## config.mk

```make
export PLATFORM = sky130hd
export DESIGN_NAME = bat_register_file
export DESIGN_NICKNAME = d
export VERILOG_FILES = /design/src/rtl/bat_pkg.sv /design/src/rtl/bat_out_fifo.sv /design/src/rtl/bat_register_file.sv
export SDC_FILE = /design/constraint.sdc
export NUM_CORES = 1
export LEC_CHECK = 0
export CAP_MARGIN = 10
export CORE_MARGIN = 2
export CORE_UTILIZATION = 56
export DETAILED_ROUTE_END_ITERATION = 8
export PLACE_DENSITY = 0.82
export SLEW_MARGIN = 20
export SYNTH_ARGS = -nofsm -noshare
export SYNTH_HDL_FRONTEND = slang
export SYNTH_HIERARCHICAL = 1
export SYNTH_SLANG_ARGS = --single-unit
```

## constraint.sdc

```tcl
create_clock -name CLK -period 2.5 [get_ports CLK]
set_clock_uncertainty 0.05 [all_clocks]
set_input_delay 0.5 -clock CLK [delete_from_list [all_inputs] [get_ports CLK]]
set_output_delay 0.5 -clock CLK [all_outputs]
set_load 0.05 [all_outputs]
```

## src/rtl/bat_pkg.sv

```systemverilog
// Shared constants for the bat register bank: data width, register indices
// and the per-register RW strobe encoding.
package bat_pkg;

  localparam int DATA_W = 8;

  localparam int REG_A   = 0;
  localparam int REG_B   = 1;
  localparam int REG_OUT = 7;

  localparam logic RW_READ  = 1'b1;
  localparam logic RW_WRITE = 1'b0;

endpackage

```

## src/rtl/bat_out_fifo.sv

```systemverilog
// Small synchronous FIFO for the OUT port: occupancy counter plus wrapping
// read/write pointers. A push while full is ignored unless a pop frees a slot.
module bat_out_fifo #(
  parameter int DATA_W = 8,
  parameter int DEPTH  = 4
) (
  input  logic              clk,
  input  logic              rst_n,
  input  logic              i_push,
  input  logic [DATA_W-1:0] i_data,
  input  logic              i_pop,
  output logic [DATA_W-1:0] o_data,
  output logic              o_full,
  output logic              o_empty
);

  localparam int PTR_W = $clog2(DEPTH);
  localparam int CNT_W = $clog2(DEPTH + 1);

  logic [DATA_W-1:0] r_mem [DEPTH];
  logic [PTR_W-1:0]  r_wr_ptr;
  logic [PTR_W-1:0]  r_rd_ptr;
  logic [CNT_W-1:0]  r_count;
  logic              w_do_push;
  logic              w_do_pop;

  assign o_full    = (r_count == CNT_W'(DEPTH));
  assign o_empty   = (r_count == '0);
  assign w_do_pop  = i_pop && !o_empty;
  assign w_do_push = i_push && (!o_full || w_do_pop);
  assign o_data    = r_mem[r_rd_ptr];

  // NOTE: storage has no reset; the counter alone decides which entries are live.
  always_ff @(posedge clk) begin
    if (w_do_push) r_mem[r_wr_ptr] <= i_data;
  end

  // NOTE: non-blocking assignments so every flop samples pre-edge values.
  always_ff @(posedge clk or negedge rst_n) begin
    if (!rst_n) begin
      r_wr_ptr <= '0;
      r_rd_ptr <= '0;
      r_count  <= '0;
    end else begin
      if (w_do_push) r_wr_ptr <= r_wr_ptr + PTR_W'(1);
      if (w_do_pop)  r_rd_ptr <= r_rd_ptr + PTR_W'(1);
      case ({w_do_push, w_do_pop})
        2'b10:   r_count <= r_count + CNT_W'(1);
        2'b01:   r_count <= r_count - CNT_W'(1);
        default: r_count <= r_count;
      endcase
    end
  end

endmodule

```

## src/rtl/bat_register_file.sv

```systemverilog
// General-purpose register bank with bus read/write, A/B taps and a valid/ready
// OUT port. Define BAT_OUT_FIFO_EN to queue OUT writes in an OUT_DEPTH-entry FIFO.
module bat_register_file #(
  parameter int DATA_W    = bat_pkg::DATA_W,
  parameter int NUM_REGS  = 8,
  parameter int OUT_DEPTH = 4
) (
  input  logic                CLK,
  input  logic                RST,
  input  logic [NUM_REGS-1:0] REGS_INC,
  input  logic [NUM_REGS-1:0] REGS_RW,
  input  logic [NUM_REGS-1:0] REGS_EN,
  input  logic [DATA_W-1:0]   BUS_IN,
  output logic [DATA_W-1:0]   BUS_OUT,
  output logic                BUS_DRIVE,
  output logic                BUS_CONFLICT,
  output logic [DATA_W-1:0]   A_VAL,
  output logic [DATA_W-1:0]   B_VAL,
  output logic [DATA_W-1:0]   OUT_DATA,
  output logic                OUT_VALID,
  input  logic                OUT_READY,
  output logic                OUT_OVERFLOW
);

  import bat_pkg::*;

  localparam int OUT_IDX = NUM_REGS - 1;

  if (OUT_DEPTH < 2 || (OUT_DEPTH & (OUT_DEPTH - 1)) != 0) begin : g_bad_out_depth
    $error("OUT_DEPTH must be a power of two and at least 2");
  end

  logic [DATA_W-1:0]   r_regs [NUM_REGS];
  logic [NUM_REGS-1:0] w_rd;
  logic [NUM_REGS-1:0] w_ld;
  logic [NUM_REGS-1:0] w_inc;
  logic                w_out_wr;
  logic                w_out_lost;
  logic                r_out_overflow;

  always_comb begin
    for (int i = 0; i < NUM_REGS; i++) begin
      w_rd[i]  = REGS_EN[i] && (REGS_RW[i] == RW_READ);
      w_ld[i]  = REGS_EN[i] && (REGS_RW[i] == RW_WRITE);
      w_inc[i] = REGS_INC[i] && (REGS_RW[i] == RW_WRITE) && !REGS_EN[i];
    end
  end

  // NOTE: default assignment first, so no path leaves BUS_OUT unassigned (no latch).
  always_comb begin
    BUS_OUT = '0;
    for (int i = NUM_REGS - 1; i >= 0; i--) begin
      if (w_rd[i]) BUS_OUT = r_regs[i];
    end
  end

  assign BUS_DRIVE    = |w_rd;
  assign BUS_CONFLICT = (w_rd & (w_rd - NUM_REGS'(1))) != '0;
  assign A_VAL        = r_regs[REG_A];
  assign B_VAL        = r_regs[REG_B];
  assign w_out_wr     = w_ld[OUT_IDX] || w_inc[OUT_IDX];

  // Load has priority over increment by construction of w_inc.
  always_ff @(posedge CLK or negedge RST) begin
    if (!RST) begin
      for (int i = 0; i < NUM_REGS; i++) r_regs[i] <= '0;
    end else begin
      for (int i = 0; i < NUM_REGS; i++) begin
        if (w_ld[i])       r_regs[i] <= BUS_IN;
        else if (w_inc[i]) r_regs[i] <= r_regs[i] + DATA_W'(1);
      end
    end
  end

`ifdef BAT_OUT_FIFO_EN
  logic [DATA_W-1:0] w_out_next;
  logic [DATA_W-1:0] w_fifo_head;
  logic              w_fifo_full;
  logic              w_fifo_empty;
  logic              w_pop;

  assign w_out_next = w_ld[OUT_IDX] ? BUS_IN : r_regs[OUT_IDX] + DATA_W'(1);
  assign w_pop      = OUT_VALID && OUT_READY;

  bat_out_fifo #(
    .DATA_W (DATA_W),
    .DEPTH  (OUT_DEPTH)
  ) u_out_fifo (
    .clk     (CLK),
    .rst_n   (RST),
    .i_push  (w_out_wr),
    .i_data  (w_out_next),
    .i_pop   (w_pop),
    .o_data  (w_fifo_head),
    .o_full  (w_fifo_full),
    .o_empty (w_fifo_empty)
  );

  assign OUT_VALID  = !w_fifo_empty;
  assign OUT_DATA   = w_fifo_empty ? '0 : w_fifo_head;
  assign w_out_lost = w_out_wr && w_fifo_full && !w_pop;
`else
  logic r_out_valid;

  // A fresh write keeps the value pending even on the edge that delivers the old one.
  always_ff @(posedge CLK or negedge RST) begin
    if (!RST)           r_out_valid <= 1'b0;
    else if (w_out_wr)  r_out_valid <= 1'b1;
    else if (OUT_READY) r_out_valid <= 1'b0;
  end

  assign OUT_VALID  = r_out_valid;
  assign OUT_DATA   = r_regs[OUT_IDX];
  assign w_out_lost = w_out_wr && r_out_valid && !OUT_READY;
`endif

  always_ff @(posedge CLK or negedge RST) begin
    if (!RST) r_out_overflow <= 1'b0;
    else      r_out_overflow <= r_out_overflow || w_out_lost;
  end

  assign OUT_OVERFLOW = r_out_overflow;

endmodule
```

==> results by group <==
Pwr
  – Clock group share of total power: 0.278
  – Leakage: 2.59 nW
  – Combinational power share: 0.352
  – P per Cell Area: 640 nW/um^2
  – Worst vdd ir: 0.000416 V
  – Sw frac: 0.381
  – Sequential share of power: 0.370
  – Switching pwr: 1.56 mW
  – Total power: 4.11 mW
  – Cell Int Power: 2.54 mW

GRT
  – Antenna violations before repair: 0
  – Pin count of the biggest net entering global routing: 31
  – Total track usage: 0.331
  – Vias in the first global route: 5,121
  – Remaining global-route overflow: 0
  – First-pass GRT wire length: 25.6 mm

Timing
  – Setup_tns: 0 ns
  – Max Fclk: 0.403 GHz
  – Final Cycle Share: 0.992
  – Min cycle time layout: 2.48 ns
  – Final Hold Viols: 0
  – Max Slew Vio Count: 0
  – Final setup viols: 0
  – Slew @ Worst Pin: 0.732 ns
  – Rel. slew slack: 0.512

Cells and area
  – Final Cell Area: 6420 um^2
  – Area Overhead vs Synth: 29.3%
  – Most frequent cells in the layout: 66 x dfrtp_1, 65 x o21ai_0, 50 x a21oi_1
  – Ant. Diodes: 0
  – Final Net Count: 722
  – Most common cell after layout, fill and taps aside: dfrtp_1
  – Final core occ: 0.743
  – Fill cells: 644
  – Fraction of layout cells with a size suffix above 1: 0.190

Floorplan
  – Die height: 98.1 um
  – # rows: 34
  – Die X: 98.1 um
  – # IOs: 71
  – Core Area: 8640 um^2
  – Initial Util: 0.575
  – Die footprint: 9630 um^2

Route
  – Drt pass-1 iters: 5
  – Routed vias: 5,521
  – Routed vias/inst: 6.97
  – Final WL: 16.6 mm
  – Post-route ant nets: 0
  – DRC: 0
  – Routed WL per cell: 21.0 um
  – Detailed Route Iter0 Violations: 523

Critical path
  – Slowest-stage cell, CP: a222oi_1
  – Setup CP Type: input port to output port
  – Slowest stage delay, CP: 0.34 ns
  – Critical-path maximum fanout: 6
  – Critical Path Source Type: input port
  – Buffer and inverter count on the worst path: 4
  – Crit end category: output port
  – Worst EP arrival: 1.93 ns
  – Cell family with most CP delay: buffers and inverters
  – CP dominant cell by count: buf_6
  – Worst path cell trace: buf_6 > a222oi_1 > buf_4 > buf_6 > nand4_1 > and3_4 > o22ai_4 > buf_12
  – Worst path required time: 1.95 ns

Synthesis
  – Post-Synthesis Cells: 619
  – FF+latch count, synth: 66
  – Share of the yosys chip area belonging to registers: 0.333
  – Largest area contributor in the netlist: dfrtp_1
  – Synthesized area: 4960 um^2
  – Dominant cells by area after synthesis: dfrtp_1 33%, o21ai_0 6.6%, a21oi_1 5.0%
  – Mapped Avg Cell Area: 8.02 um^2
  – Net count after synthesis: 662
  – Distinct cells, synth: 53
  – YS warnings: 6
  – Synth top area share: 0.333

Clock network
  – CTS HTree Levels: 3
  – CTS Buf Count: 9
  – CTS tree: built
  – Maximum buffer depth of the clock tree: 2
  – CTS clk-pin slew, worst paths: 0.08 ns
  – Cts hold-fix bufs: 0
  – Clock insertion delay at the later pin of the skew report: 0.35 ns
  – Clock sink total: 66
  – CTS Root Cell: clkbuf_8

Flow run
  – # Max-Cap Violations: 0

Placed design
  – IO buf count: 70
  – Final HPWL DP: 11.0 mm
  – Final Wtd Congestion: 0.951
  – Placed Area: 5890 um^2

Outcome
  – Status: complete, no violations

Hold path
  – Hold Path Class: input port to async pin
==> synthesized netlist by cell type (all sizes together) <==
cell type	count
o22a	8
a311oi	3
and4	10
clkbuf	40
a21oi	51
and3b	2
or3	3
o211ai	5
a221oi	3
nand3b	4
o22ai	9
o21a	1
inv	15
nor4	7
mux2i	6
o221ai	13
a211oi	1
nand2	31
or2	1
nand3	21
a41oi	1
a32oi	15
nor2b	18
a22o	1
a311o	1
a31oi	7
dfrtp	66
nor3b	6
and3	20
buf	36
and4b	1
a221o	1
o21bai	7
nor4bb	1
nand2b	2
o21ai	70
nor3	26
ha	8
and2	7
o2bb2ai	5
nand4	11
mux2	1
a22oi	31
nor2	37
a222oi	6
==> flip-flops by register name, indices dropped and copies added, names as in the netlist <==
| name | cells |
|---|---|
| OUT_VALID | 1 |
| A_VAL | 8 |
| OUT_DATA | 8 |
| B_VAL | 8 |
| r_regs | 40 |
| OUT_OVERFLOW | 1 |
==> power groups by stage <==
| stage | clock (mW) | sequential (mW) | combinational, mW |
|---|---|---|---|
| detailed placement | 0 | 1.51 | 1.35 |
| finish | 1.14 | 1.52 | 1.44 |
| CTS | 1.14 | 1.50 | 1.40 |
| global placement | 0 | 1.50 | 1.31 |
| global route | 1.19 | 1.54 | 1.53 |
| floorplan | 0 | 1.41 | 0.945 |
==> layer usage <==
metal	vias up	track usage	wire, um
met5	-	0	0
met1	2635	0.420	6430
met2	325	0.534	7810
met4	0	0.191	905
li1	2478	-	-
met3	83	0.0601	1460
==> path summary, 6_finish.rpt <==
check	cells past startpoint	end	slack, ns	from
setup / recovery	8	BUS_OUT[4]	0.02	REGS_EN[2]
hold / removal	1	r_regs[11]$_DFFE_PN0P_	0.16	RST
setup reg to reg	5	A_VAL[6]$_DFFE_PN0P_	0.68	A_VAL[1]$_DFFE_PN0P_
hold reg to reg	1	OUT_OVERFLOW$_DFF_PN0_	0.44	OUT_OVERFLOW$_DFF_PN0_
max in group asynchronous	2	r_regs[23]$_DFFE_PN0P_	1.62	RST
min in group CLK	2	r_regs[33]$_DFFE_PN0P_	0.40	REGS_EN[3]
==> final cells by class <==
type | count | area [um^2] | share of cell area
multi-input cells | 462 | 3110 | 0.484
repair buffers | 125 | 1220 | 0.190
clock inverters | 5 | 100 | 0.0156
clock buffers | 11 | 151 | 0.0236
flip-flops and latches | 66 | 1650 | 0.257
well taps | 108 | 135 | 0.0211
inverters | 15 | 56.3 | 0.00877
==> per-stage QoR <==
| step | instances | setup slack (ns) | hold slack, ns |
|---|---|---|---|
| floorplan | 619 | -0.00524 | 0.154 |
| global placement | 765 | -0.312 | 0.408 |
| detailed placement | 765 | -0.416 | 0.428 |
| CTS | 785 | 0.00286 | 0.171 |
| global route | 792 | -0.00777 | 0.202 |
| finish | 792 | 0.0206 | 0.157 |
==> cells by family after synthesis <==
| group | count (synthesis) | synth area share |
|---|---|---|
| compound gates | 239 | 0.315 |
| flops | 66 | 0.333 |
| simple gates | 208 | 0.227 |
| fa+ha+maj | 8 | 0.0202 |
| buf+inv | 91 | 0.0908 |
| mux | 7 | 0.0144 |
==> repair_timing <==
action | in CTS | in global routing
setup endpoints to repair | 10 | 10
setup buffers | 5 | 7
gates resized for setup | 61 | 27
pin swaps | 16 | 11
endpoints found under the hold margin | 0 | 0
gates cloned | 1 | 0
(Power assumes the default switching activity.)
